<file path="config.mk">
export PLATFORM = sky130hd
export DESIGN_NAME = data_bus_tx_nlane
export DESIGN_NICKNAME = d
export VERILOG_FILES = /design/src/rtl/data_bus_tx_nlane.sv
export SDC_FILE = /design/constraint.sdc
export NUM_CORES = 1
export LEC_CHECK = 0
export ABC_AREA = 1
export CAP_MARGIN = 15
export CORE_UTILIZATION = 50
export CTS_CLUSTER_DIAMETER = 50
export DETAILED_ROUTE_END_ITERATION = 6
export GPL_ROUTABILITY_DRIVEN = 0
export PLACE_DENSITY = 0.74
export SYNTH_ARGS = -nofsm -noshare
export SYNTH_HDL_FRONTEND = slang
export SYNTH_SLANG_ARGS = --single-unit
</file>
<file path="constraint.sdc">
create_clock -name i_fsm_clk -period 2.3 [get_ports i_fsm_clk]
set_clock_uncertainty 0.15 [all_clocks]
set_input_delay 0.69 -clock i_fsm_clk [delete_from_list [all_inputs] [get_ports i_fsm_clk]]
set_output_delay 0.69 -clock i_fsm_clk [all_outputs]
set_load 0.01 [all_outputs]
</file>
<file path="src/rtl/data_bus_tx_nlane.sv">
// N-lane USB4 logical-layer TX data bus: transport byte FIFO, ordered-set generator and lane striping.
// Optional pad counter output o_underflow_cnt is enabled by defining USB4_UNDERFLOW_CNT_EN.
module data_bus_tx_nlane #(
    parameter int NUM_LANES  = 2,
    parameter int FIFO_DEPTH = 8,
    parameter int OS_LEN     = 4
) (
    input  logic                          i_fsm_clk,
    input  logic                          i_rst,
    input  logic [3:0]                    i_d_sel,
    input  logic                          i_bonded,
    input  logic [7:0]                    i_tl_data,
    input  logic                          i_tl_valid,
    output logic                          o_tl_ready,
    output logic [8*NUM_LANES-1:0]        o_lane_tx,
    output logic                          o_tx_lanes_on,
    output logic                          o_os_sent,
    output logic [$clog2(FIFO_DEPTH):0]   o_fifo_level
`ifdef USB4_UNDERFLOW_CNT_EN
    ,
    output logic [7:0]                    o_underflow_cnt
`endif
);

    localparam int AW = $clog2(FIFO_DEPTH);
    localparam int LW = AW + 1;

    typedef enum logic [1:0] {S_IDLE, S_OS, S_DATA} state_t;

    state_t                 r_state, w_state_nxt;
    logic [3:0]             r_code, w_code_nxt;
    logic [3:0]             r_k, w_k_nxt;

    logic [7:0]             r_mem [FIFO_DEPTH];
    logic [AW-1:0]          r_wr_ptr, r_rd_ptr;
    logic [LW-1:0]          r_level;

    logic                   w_flush, w_push, w_pad, w_bond_eff, w_os_start, w_is_os_code;
    logic [LW-1:0]          w_pop_cnt;
    logic [8*NUM_LANES-1:0] w_lane_nxt;
    logic                   w_on_nxt, w_os_nxt;
    logic [8*NUM_LANES-1:0] r_lane_tx;
    logic                   r_on, r_os_sent;

    assign w_flush      = (i_d_sel == 4'd0);
    assign w_is_os_code = (i_d_sel >= 4'd1) && (i_d_sel <= 4'd4);
    assign w_bond_eff   = i_bonded || (NUM_LANES == 1);
    assign o_tl_ready   = (r_level < LW'(FIFO_DEPTH)) && !i_rst && !w_flush;
    assign w_push       = i_tl_valid && o_tl_ready;
    assign w_os_start   = (r_k == 4'(OS_LEN - 1));

    // FSM: state register
    always_ff @(posedge i_fsm_clk or posedge i_rst) begin
        if (i_rst) begin
            r_state <= S_IDLE;
            r_code  <= 4'd0;
            r_k     <= 4'd0;
        end else begin
            r_state <= w_state_nxt;
            r_code  <= w_code_nxt;
            r_k     <= w_k_nxt;
        end
    end

    // FSM: next state; an ordered set always runs to completion unless flushed
    always_comb begin
        w_state_nxt = r_state;
        w_code_nxt  = r_code;
        w_k_nxt     = r_k;
        if (w_flush) begin
            w_state_nxt = S_IDLE;
            w_k_nxt     = 4'd0;
        end else begin
            case (r_state)
                S_OS: begin
                    w_k_nxt = r_k + 4'd1;
                    if (w_os_start) begin
                        w_k_nxt = 4'd0;
                        if (w_is_os_code) begin
                            w_code_nxt = i_d_sel;
                        end else if (i_d_sel == 4'd8) begin
                            w_state_nxt = S_DATA;
                        end else begin
                            w_state_nxt = S_IDLE;
                        end
                    end
                end
                default: begin
                    if (w_is_os_code) begin
                        w_state_nxt = S_OS;
                        w_code_nxt  = i_d_sel;
                        w_k_nxt     = 4'd0;
                    end else if (i_d_sel == 4'd8) begin
                        w_state_nxt = S_DATA;
                    end else begin
                        w_state_nxt = S_IDLE;
                    end
                end
            endcase
        end
    end

    // FSM: outputs and pop decision (registered one cycle later)
    always_comb begin
        w_lane_nxt = '0;
        w_on_nxt   = 1'b0;
        w_os_nxt   = 1'b0;
        w_pop_cnt  = '0;
        w_pad      = 1'b0;
        if (!w_flush) begin
            case (r_state)
                S_OS: begin
                    for (int i = 0; i < NUM_LANES; i++) begin
                        w_lane_nxt[8*i +: 8] = {r_code, r_k};
                    end
                    w_on_nxt = 1'b1;
                    w_os_nxt = w_os_start;
                end
                S_DATA: begin
                    w_on_nxt = 1'b1;
                    if (w_bond_eff && (r_level >= LW'(NUM_LANES))) begin
                        w_pop_cnt = LW'(NUM_LANES);
                        for (int i = 0; i < NUM_LANES; i++) begin
                            w_lane_nxt[8*i +: 8] = r_mem[r_rd_ptr + AW'(i)];
                        end
                    end else if (!w_bond_eff && (r_level != '0)) begin
                        w_pop_cnt       = LW'(1);
                        w_lane_nxt[7:0] = r_mem[r_rd_ptr];
                    end else begin
                        w_pad = 1'b1;
                    end
                end
                default: ;
            endcase
        end
    end

    always_ff @(posedge i_fsm_clk or posedge i_rst) begin
        if (i_rst) begin
            r_lane_tx <= '0;
            r_on      <= 1'b0;
            r_os_sent <= 1'b0;
        end else begin
            r_lane_tx <= w_lane_nxt;
            r_on      <= w_on_nxt;
            r_os_sent <= w_os_nxt;
        end
    end

    always_ff @(posedge i_fsm_clk) begin
        if (w_push) begin
            r_mem[r_wr_ptr] <= i_tl_data;
        end
    end

    always_ff @(posedge i_fsm_clk or posedge i_rst) begin
        if (i_rst) begin
            r_wr_ptr <= '0;
            r_rd_ptr <= '0;
            r_level  <= '0;
        end else if (w_flush) begin
            r_wr_ptr <= '0;
            r_rd_ptr <= '0;
            r_level  <= '0;
        end else begin
            if (w_push) begin
                r_wr_ptr <= r_wr_ptr + AW'(1);
            end
            r_rd_ptr <= r_rd_ptr + AW'(w_pop_cnt);
            r_level  <= r_level + LW'(w_push) - w_pop_cnt;
        end
    end

`ifdef USB4_UNDERFLOW_CNT_EN
    logic [7:0] r_underflow_cnt;
    always_ff @(posedge i_fsm_clk or posedge i_rst) begin
        if (i_rst) begin
            r_underflow_cnt <= 8'd0;
        end else if (w_flush) begin
            r_underflow_cnt <= 8'd0;
        end else if (w_pad && (r_underflow_cnt != 8'hFF)) begin
            r_underflow_cnt <= r_underflow_cnt + 8'd1;
        end
    end
    assign o_underflow_cnt = r_underflow_cnt;
`endif

    assign o_lane_tx     = r_lane_tx;
    assign o_tx_lanes_on = r_on;
    assign o_os_sent     = r_os_sent;
    assign o_fifo_level  = r_level;

endmodule

</file>
==> run_results.csv <==
group,metric,value,unit
logic_synthesis,avgSynthCellArea,8.74,µm²
final_layout,antenna_cells,0,
logic_synthesis,synth_most_common_cell,"nand2_1",
floorplanning,start_util,0.521,
logic_synthesis,synth.net_count,622,
global_routing,grt_pass1_wl,20700,µm
logic_synthesis,yosys.area.top_type,"edfxtp_1",
final_layout,nets,699,
worst_setup_path,crit_slowest_cell,"dfrtp_1",
detailed_routing,post-route-drc-count,0,
detailed_routing,vias_per_cell,5.33,
global_routing,grt_pass1_vias,4090,
final_layout,syn_to_final_growth,22.8,%
clocking,clockBufferDepth,2,
sta,setup_violations,3,
place,dpl.hpwl,8750,µm
floorplanning,rows,36,
place,place_ws,-0.775,ns
final_layout,filler_cell_count,768,
pwr,power.density,1000,nW/µm²
clocking,clock-sinks,102,
detailed_routing,drt_iter0_drc,523,
logic_synthesis,ys_async_sr_fraction,0.373,
worst_setup_path,critPathMaxFanout,3,
worst_setup_path,start_kind,"register",
detailed_routing,drtAntennaViolNets,0,
status,status,"complete, but fails checks",
floorplanning,die_y,104,µm
logic_synthesis,yosys-top-cells-area,"edfxtp_1 (37%), dfrtp_1 (18%), nand2_1 (12%), nand3_1 (12%), inv_1 (6.8%)",
worst_setup_path,timing_worst_setup_path_type,"reg -> reg",
sta,period_minus_slack,2.36,ns
worst_setup_path,worstPathArrival,2.46,ns
pwr,power.leakage,2.89,nW
sta,timing.hold.ws,0.330,ns
clocking,h-tree-depth,3,
sta,tightest_slew,0.847,ns
clocking,cts_made_buffers,9,
sta,setup_tns,-0.107,ns
clocking,postCtsHoldBufs,0,
logic_synthesis,synth_cell_types,29,
final_layout,drive_gt1_frac,0.159,
floorplanning,die-area,10700,µm²
sta,slew_violations,0,
sta,hold_viol,0,
logic_synthesis,yosysSeqAreaShare,0.556,
global_routing,grt.total_usage,0.247,
worst_setup_path,critPathCaptureType,"register",
sta,max_freq,424,MHz
logic_synthesis,synthFlopType,"edfxtp_1",
sta,post-route-period-util,1.03,
global_routing,antenna_found_initial,0,
worst_setup_path,cp_num_buf_inv,3,
clocking,path_clk_slew,0.09,ns
logic_synthesis,synth_edf_count,64,
final_layout,post-route-util,0.641,
logic_synthesis,yosys_warnings,0,
sta,grt_setup_unrepaired,"yes",
clocking,clk_latency,0.37,ns
run,cap_violations,0,
clocking,root_buffer,"clkbuf_8",
logic_synthesis,yosysTopAreaCellShare,0.372,
min_path,hold_class,"reg -> reg",
floorplanning,core_area,9910,µm²
detailed_routing,vias,4296,
floorplanning,die_width,104,µm
detailed_routing,first_pass_iters,5,
place,port_buffers,38,
global_routing,gr-total-overflow,0,
worst_setup_path,max_stage_delay,0.41,ns
worst_setup_path,path_cells,"inv_2, ha_4, inv_1, a21oi_2, nand2_1, nand2_2, inv_4, nand2_4, ha_4, ha_4, a21o_1, a21oi_2, xnor2_1, nor2_1",
global_routing,grt_max_degree,65,
logic_synthesis,synthCells,591,
logic_synthesis,synth_top_cells_by_count,"nand2_1 (160), nand3_1 (119), inv_1 (94)",
detailed_routing,drt-total-wl,12700,µm
detailed_routing,wl_per_cell,15.7,µm
pwr,ir_drop,0.000529,V
worst_setup_path,worst_path_most_repeated_cell,"ha_4",
clocking,cts_tree,"built",
worst_setup_path,cp_top_family,"adder cells",
status,failed_checks,"setup timing",
logic_synthesis,ys_seq_elements,102,
sta,relSlewSlack,0.433,
floorplanning,ios,39,
sta,layout_setup_ws,-0.0580,ns
logic_synthesis,syn-cell-area,5170,µm²
worst_setup_path,crit_required,2.40,ns
-- report_power, final --
part	switching [mW]	leakage, nW	internal (mW)
clock network	0.600	0.102	0.610
logic	1.78	1.70	1.13
registers	0.120	1.08	2.14
total	2.50	2.89	3.88
-- per-layer routing --
| layer | routed length [µm] | track usage | up-vias |
|---|---|---|---|
| met3 | 1050 | 0.0516 | 37 |
| li1 | - | - | 2058 |
| met5 | 0 | 0 | - |
| met4 | 328 | 0.0878 | 0 |
| met2 | 5830 | 0.378 | 222 |
| met1 | 5480 | 0.349 | 1979 |
-- placed cells by master (no fill, tap or decap), types with 2 or more instances in the layout --
cell type	n
nand2_4	2
a21oi_1	18
nor2_4	2
clkinvlp_4	2
clkdlybuf4s50_1	29
dlymetal6s2s_1	2
fa_2	2
edfxtp_1	64
inv_2	8
dfrtp_1	37
clkbuf_8	9
nor3_1	5
ha_1	7
inv_1	87
nand2_1	157
xnor2_1	2
nand4_1	2
inv_4	2
xor2_1	3
o21ai_0	11
nand2_2	2
nand3_1	119
buf_12	2
buf_4	47
dlygate4sd2_1	2
clkbuf_2	3
ha_4	6
nor2_2	4
buf_6	2
a21oi_2	2
bufinv_16	2
nor2_1	15
-- worst reg2reg max path, stage by stage, from the launching register on --
cell,delay (ns)
dfrtp_1,0.41
inv_2,0.12
ha_4,0.13
inv_1,0.04
a21oi_2,0.09
nand2_1,0.08
nand2_2,0.10
inv_4,0.05
nand2_4,0.07
ha_4,0.21
ha_4,0.23
a21o_1,0.17
a21oi_2,0.17
xnor2_1,0.16
nor2_1,0.07
-- through the flow --
stage | instances | total power [mW] | instance area (µm²)
6_report | 806 | 6.38 | 6350
5_1_grt | 806 | 6.79 | 6350
4_1_cts | 803 | 6.26 | 6300
3_5_place_dp | 781 | 4.96 | 5960
3_3_place_gp | 781 | 4.83 | 5960
2_1_floorplan | 591 | 4.10 | 5180
-- state kept, by name (all words and copies together) (netlist names) --
name and cells:
o_fifo_level 4, o_lane_tx 16, o_os_sent 1, o_tx_lanes_on 1, r_code 4, r_k 4, r_mem 64, r_rd_ptr 3
r_state 2, r_wr_ptr 3
-- area by class of cell --
class / instances / area, µm² / area share
clock inverter: 6 / 86.3 / 0.0136
multi-input combinational: 367 / 1930 / 0.305
clock buffer: 10 / 128 / 0.0201
timing repair buffer: 89 / 778 / 0.123
sequential: 102 / 2870 / 0.453
inverter: 99 / 380 / 0.0599
tap: 133 / 166 / 0.0262
-- what timing repair did --
action / in CTS / in global routing
buffers inserted: 6 / 4
pin swaps: 16 / 13
setup endpoints to repair: 6 / 8
resized for setup: 35 / 14
-- cells by family (layout without fill, tap and decap cells) --
kind of cell | count (synthesis) | in the layout | synth area share
AO/OA/AOI/OAI | 35 | 35 | 0.0366
flip-flops | 102 | 102 | 0.556
XOR/XNOR | 6 | 6 | 0.0102
buffers and inverters | 122 | 204 | 0.0935
adder cells (fa/ha/maj) | 15 | 15 | 0.0392
AND/OR/NAND/NOR | 311 | 311 | 0.265
-- worst paths after layout --
check                                       end             from  cells after the start  slack [ns]
max in group asynchronous           r_rd_ptr[0]            i_rst                      3        1.12
worst min-delay path                  r_code[3]        r_code[3]                      2        0.33
worst max register to register  o_fifo_level[3]  o_fifo_level[2]                     14       -0.06
worst max-delay path            o_fifo_level[3]  o_fifo_level[2]                     14       -0.06
min in group asynchronous       o_fifo_level[0]            i_rst                      3        0.51
worst min register to register        r_code[3]        r_code[3]                      2        0.33
No activity file was read; power rests on OpenSTA's default activity.
